===== src/rtl/gcd_pkg.sv =====
// gcd_pkg: shared definitions for the GCD request scheduler.
//   state_t      scheduler FSM encoding (IDLE / ISSUE / WAIT / RESP)
//   GCD_WIDTH    default operand/result width
//   GCD_NREQ     default number of requesters
//   GCD_TIMEOUT  default engine cycle budget before the request is aborted
package gcd_pkg;

  typedef enum logic [1:0] {
    S_IDLE  = 2'd0,
    S_ISSUE = 2'd1,
    S_WAIT  = 2'd2,
    S_RESP  = 2'd3
  } state_t;

  localparam int GCD_WIDTH   = 8;
  localparam int GCD_NREQ    = 4;
  localparam int GCD_TIMEOUT = 512;

endpackage


===== src/rtl/rr_arbiter.sv =====
// rr_arbiter: combinational round-robin pick.
//   req    in   NREQ  pending request vector
//   ptr    in   IDW   highest-priority requester this round
//   grant  out  NREQ  one-hot grant (all zero when nothing is pending)
//   idx    out  IDW   index of the granted requester
//   any    out  1     at least one request pending
// The search starts at ptr and wraps NREQ-1 -> 0. The pointer register
// itself lives in the scheduler.
module rr_arbiter #(
  parameter int NREQ = 4,
  parameter int IDW  = 2
) (
  input  logic [NREQ-1:0] req,
  input  logic [IDW-1:0]  ptr,
  output logic [NREQ-1:0] grant,
  output logic [IDW-1:0]  idx,
  output logic            any
);

  int j;

  always_comb begin
    grant = '0;
    idx   = '0;
    any   = 1'b0;
    j     = 0;
    for (int k = 0; k < NREQ; k++) begin
      j = int'(ptr) + k;
      if (j >= NREQ) j = j - NREQ;
      if (!any && req[j]) begin
        any      = 1'b1;
        grant[j] = 1'b1;
        idx      = IDW'(j);
      end
    end
  end

endmodule


===== src/rtl/gcd_scheduler.sv =====
// gcd_scheduler: shares one subtractive GCD engine between NREQ requesters.
//   CLK100MHZ   in   1           system clock
//   RST         in   1           synchronous active-high reset
//   req_valid   in   NREQ        per-requester request
//   req_a/b     in   NREQ*WIDTH  operands, requester i at [i*WIDTH +: WIDTH]
//   req_ready   out  NREQ        one-hot accept, high in the grant cycle
//   eng_start   out  1           one-cycle engine start
//   eng_a/b     out  WIDTH       engine operands, held while the engine runs
//   eng_abort   out  1           one-cycle abort after a timeout
//   eng_done    in   1           engine result valid pulse
//   eng_result  in   WIDTH       engine GCD
//   resp_valid  out  1           response valid, held until resp_ready
//   resp_ready  in   1           response consumer ready
//   resp_id     out  IDW         requester index of the response
//   resp_gcd    out  WIDTH       result (0 on timeout)
//   resp_err    out  1           response is a timeout
//   busy        out  1           scheduler not idle
//   dbg_state   out  2           current FSM state
//
// Handshakes: a transfer happens on a rising edge where valid and ready are
// both high. Requests: req_valid[i] && req_ready[i]; req_ready is only ever
// raised in IDLE, for one requester, and operands are sampled in that cycle.
// Responses: resp_valid && resp_ready; once raised, resp_valid and the
// response fields stay constant until the transfer.
module gcd_scheduler
  import gcd_pkg::*;
#(
  parameter int NREQ    = GCD_NREQ,
  parameter int WIDTH   = GCD_WIDTH,
  parameter int TIMEOUT = GCD_TIMEOUT,
  localparam int IDW    = (NREQ > 1) ? $clog2(NREQ) : 1
) (
  input  logic                  CLK100MHZ,
  input  logic                  RST,
  input  logic [NREQ-1:0]       req_valid,
  input  logic [NREQ*WIDTH-1:0] req_a,
  input  logic [NREQ*WIDTH-1:0] req_b,
  output logic [NREQ-1:0]       req_ready,
  output logic                  eng_start,
  output logic [WIDTH-1:0]      eng_a,
  output logic [WIDTH-1:0]      eng_b,
  output logic                  eng_abort,
  input  logic                  eng_done,
  input  logic [WIDTH-1:0]      eng_result,
  output logic                  resp_valid,
  input  logic                  resp_ready,
  output logic [IDW-1:0]        resp_id,
  output logic [WIDTH-1:0]      resp_gcd,
  output logic                  resp_err,
  output logic                  busy,
  output logic [1:0]            dbg_state
);

  localparam int CW = $clog2(TIMEOUT + 1);
  localparam logic [CW-1:0] TO_LAST = CW'(TIMEOUT - 1);

  state_t           state;
  logic [IDW-1:0]   rr_ptr;
  logic [CW-1:0]    to_cnt;

  logic [NREQ-1:0]  arb_grant;
  logic [IDW-1:0]   arb_idx;
  logic             arb_any;
  logic [WIDTH-1:0] sel_a;
  logic [WIDTH-1:0] sel_b;

  rr_arbiter #(
    .NREQ (NREQ),
    .IDW  (IDW)
  ) u_arb (
    .req   (req_valid),
    .ptr   (rr_ptr),
    .grant (arb_grant),
    .idx   (arb_idx),
    .any   (arb_any)
  );

  assign sel_a = req_a[int'(arb_idx)*WIDTH +: WIDTH];
  assign sel_b = req_b[int'(arb_idx)*WIDTH +: WIDTH];

  // The accept must coincide with the cycle the operands are captured, so it
  // is decoded from the registered state rather than registered itself.
  assign req_ready = (state == S_IDLE && !RST) ? arb_grant : '0;
  assign busy      = (state != S_IDLE);
  assign dbg_state = state;

  always_ff @(posedge CLK100MHZ) begin
    if (RST) begin
      state      <= S_IDLE;
      rr_ptr     <= '0;
      to_cnt     <= '0;
      eng_start  <= 1'b0;
      eng_abort  <= 1'b0;
      eng_a      <= '0;
      eng_b      <= '0;
      resp_valid <= 1'b0;
      resp_id    <= '0;
      resp_gcd   <= '0;
      resp_err   <= 1'b0;
    end else begin
      eng_start <= 1'b0;
      eng_abort <= 1'b0;
      case (state)
        S_IDLE: begin
          if (arb_any) begin
            rr_ptr  <= (int'(arb_idx) == NREQ - 1) ? '0 : arb_idx + 1'b1;
            resp_id <= arb_idx;
            if (sel_a == '0 || sel_b == '0) begin
              // gcd(0,b)=b, gcd(a,0)=a, gcd(0,0)=0: the OR covers all three.
              resp_gcd   <= sel_a | sel_b;
              resp_err   <= 1'b0;
              resp_valid <= 1'b1;
              state      <= S_RESP;
            end else begin
              eng_a     <= sel_a;
              eng_b     <= sel_b;
              eng_start <= 1'b1;
              state     <= S_ISSUE;
            end
          end
        end
        S_ISSUE: begin
          to_cnt <= '0;
          state  <= S_WAIT;
        end
        S_WAIT: begin
          // A done arriving on the last budget cycle still counts as success.
          if (eng_done) begin
            resp_gcd   <= eng_result;
            resp_err   <= 1'b0;
            resp_valid <= 1'b1;
            state      <= S_RESP;
          end else if (to_cnt == TO_LAST) begin
            eng_abort  <= 1'b1;
            resp_gcd   <= '0;
            resp_err   <= 1'b1;
            resp_valid <= 1'b1;
            state      <= S_RESP;
          end else begin
            to_cnt <= to_cnt + 1'b1;
          end
        end
        S_RESP: begin
          if (resp_ready) begin
            resp_valid <= 1'b0;
            state      <= S_IDLE;
          end
        end
        default: state <= S_IDLE;
      endcase
    end
  end

endmodule


===== config.mk =====
export PLATFORM = sky130hd
export DESIGN_NAME = gcd_scheduler
export DESIGN_NICKNAME = d
export VERILOG_FILES = /design/src/rtl/gcd_pkg.sv /design/src/rtl/rr_arbiter.sv /design/src/rtl/gcd_scheduler.sv
export SDC_FILE = /design/constraint.sdc
export NUM_CORES = 1
export LEC_CHECK = 0
export CAP_MARGIN = 40
export CORE_MARGIN = 5
export CORE_UTILIZATION = 44
export CTS_CLUSTER_DIAMETER = 30
export DETAILED_ROUTE_END_ITERATION = 6
export PLACE_DENSITY = 0.8
export SYNTH_ARGS = -nofsm -noshare
export SYNTH_HDL_FRONTEND = slang
export SYNTH_SLANG_ARGS = --single-unit

===== constraint.sdc =====
create_clock -name CLK100MHZ -period 3.8 [get_ports CLK100MHZ]
set_input_delay 0.76 -clock CLK100MHZ [delete_from_list [all_inputs] [get_ports CLK100MHZ]]
set_output_delay 0.76 -clock CLK100MHZ [all_outputs]
set_load 0.005 [all_outputs]

==> results.yml, run 1 <==
place:
  io_buffers: 116
  globalplace.congestion: 0.925
  dp_hpwl_um: 11100
  post_dp_cell_area_um2: 5690
  placed_cells: 783
  place_ws_ps: -499
yosys:
  post_synth_inst_count: 532
  synth_fp_nets: 623
  synth-edff-count: 0
  synth_most_common_cell: "nand2_1"
  synth_area_leaders: "dfxtp_1 (22%), nand2_1 (5.6%), a21oi_1 (4.1%)"
  yosysTopAreaCellShare_pct: 21.7
  synthTopCellsByCount: "nand2_1 (61), dfxtp_1 (44), nor2_1 (44)"
  yosysUniqueCellTypes: 69
  yosysWarnings: 0
  ys_seq_elements: 44
  async_flop_share_pct: 0
  syn_area_um2: 4050
  synth.avg_cell_area_um2: 7.62
  ys_seq_area_share_pct: 21.7
  yosys_most_used_dff: "dfxtp_1"
  netlist.top_cell.by_area: "dfxtp_1"
pwr:
  pwr_density_cell_nw_per_um2: 797
  leakagePower_nw: 2.28
  ir_worst_vdd_mv: 0.330
detailed_routing:
  wire_per_inst_um: 17.7
  firstDrtPassIters: 5
  drcViolationCount: 0
  vias: 4768
  routed_wl_um: 14100
  viasPerCell: 5.99
  postRouteAntennaNets: 0
  drt_iter0_markers: 342
setup_path:
  worstPathMaxFanout: 12
  worstPathArrival_ps: 3930
  cp.required_ps: 4000
  cp-start-kind: "flip-flop"
  crit_type: "flip-flop to flip-flop"
  r2r_cells: 12
  endpoint_kind: "flip-flop"
sta:
  hold_violations: 0
  fin_crit_sh_pct: 98.3
  setup_viol: 0
  slew_violations: 0
  finClkSkew_ps: 6.08
  relSlewSlack_pct: 59.4
  min_period_ps: 3740
  fin_ws_ps: 64.6
  holdWs_ps: 465
  max_freq_ghz: 0.268
  worstMarginPinSlew_ps: 603
cts:
  path_clk_slew_ps: 100
  cts-htree-levels: 2
  cts_tree: "yes"
  postCtsHoldBufs: 0
  root_buffer: "clkbuf_8"
  cts_buffers: 5
  cts.sink_count: 44
  clockBufferDepth: 2
  insertion_delay_ps: 300
final_layout:
  final_cells: 796
  nets: 775
  multiInputGateArea_um2: 2950
  regArea_um2: 886
  design_area_um2: 5890
  synthToLayoutAreaGrowth_pct: 45.3
  antennaDiodeCount: 0
  drive_gt1_share_pct: 19.4
  fillers: 795
global_routing:
  grt_usage_pct: 24.6
  grt_start_max_net_pins: 57
  grt_pass1_wl_um: 22800
  antenna_found_initial: 0
  grt_pass1_vias: 4515
  gr-total-overflow: 0
die:
  core_um2: 9110
  start_util_pct: 44.5
  die_h_um: 106
  dieArea_um2: 11200
  ioPinCount: 117
  die_x_um: 106
  num_rows: 35
worst_hold_path:
  min_path_cells: 2
  min_path_type: "flip-flop to flip-flop"
flow_run:
  cap_violations: 0
run_status:
  status: "finished, final reports clean"
[power by group]
group | total, mW | internal, mW | leakage [nW] | switching [mW]
registers | 0.651 | 0.580 | 0.361 | 0.0709
logic | 3.66 | 1.72 | 1.86 | 1.95
clock network | 0.378 | 0.198 | 0.0548 | 0.180
[worst paths after layout]
| path | start | to | slack [ps] |
|---|---|---|---|
| max | rr_ptr[0] | eng_b[4] | 60 |
| min | resp_id[0] | resp_id[0] | 470 |
| min reg2reg | resp_id[0] | resp_id[0] | 470 |
| max reg2reg | rr_ptr[0] | eng_b[4] | 60 |
[per-layer routing]
metal	global-route usage, %	vias up	share of wire [%]
met4	5.46	0	2.0
met2	39.3	229	45
met3	4.74	33	8.4
met5	0	-	0
li1	-	2312	-
met1	34.6	2194	45
[critical path, cell delays in order (launching register included)]
cell and delay, ps:
dfxtp_4 400, buf_4 220, mux4_2 630, buf_6 170
buf_4 140, o21ai_4 160, a21oi_1 80, or4b_4 560
or3_4 350, and4_4 210, o21ai_4 220, clkbuf_16 200
mux2_4 290
[metrics by stage]
stage,TNS [ps],power [mW],utilization (%)
final,0,4.69,64.6
after global routing,-47.6,5.03,64.6
after CTS,0,4.53,63.9
after detailed placement,-11290,4.11,62.4
after global placement,-9300,4.07,62.4
after floorplan,-637,2.83,-
[cell type report]
cell class	instances	share of cell area (%)
well taps	111	2.36
multi-input cells	424	50.0
clock buffers	5	1.17
clock inverters	3	0.786
flip-flops and latches	44	15.0
inverters	22	1.53
repair buffers	187	29.1
[state kept, by name (all words and copies together) (netlist names), 2 cells and up]
| register | count |
|---|---|
| rr_ptr | 2 |
| dbg_state | 2 |
| resp_gcd | 8 |
| resp_id | 2 |
| eng_b | 8 |
| eng_a | 8 |
| to_cnt | 10 |
[layout by cell type (no fill, tap or decap), types with 7 or more instances in the layout]
cell type and count:
clkdlybuf4s50_1 112, dfxtp_1 42, buf_4 67, mux2_4 9, o21ai_0 22, a211oi_1 17, a221oi_1 13, nor2_1 43
ha_1 10, a2111oi_0 10, nand4_1 9, o211ai_1 11, o41ai_1 7, a31oi_1 12, nand2_1 61, nor4_1 11
inv_1 20, nand3_1 21, a21oi_1 32, mux2i_1 14, nor3_1 21, nor2b_1 12
[cells by family after synthesis]
| family | share of synthesized area, % |
|---|---|
| flops | 21.7 |
| simple gates | 26.5 |
| fa+ha+maj | 3.40 |
| compound gates | 28.3 |
| xor+xnor | 1.73 |
| mux | 10.7 |
| buf+inv | 7.63 |
[what timing repair did]
action	CTS	global route
pin swaps	0	6
resized for setup	7	16
endpoints found under the setup margin	29	16
gates cloned	0	1
buffers inserted	1	3
Note: power is estimated with default switching activity, not from simulation.
==> run 2, diff against run 1 <==
--- a/config.mk
+++ b/config.mk
@@ -10,6 +10,7 @@
 export CORE_UTILIZATION = 44
 export CTS_CLUSTER_DIAMETER = 30
 export DETAILED_ROUTE_END_ITERATION = 6
+export HOLD_SLACK_MARGIN = 0.12
 export PLACE_DENSITY = 0.8
 export SYNTH_ARGS = -nofsm -noshare
 export SYNTH_HDL_FRONTEND = slang
==> results of run 2 <==
No change in the layout: final DEF, timing and power equal those of run 1.
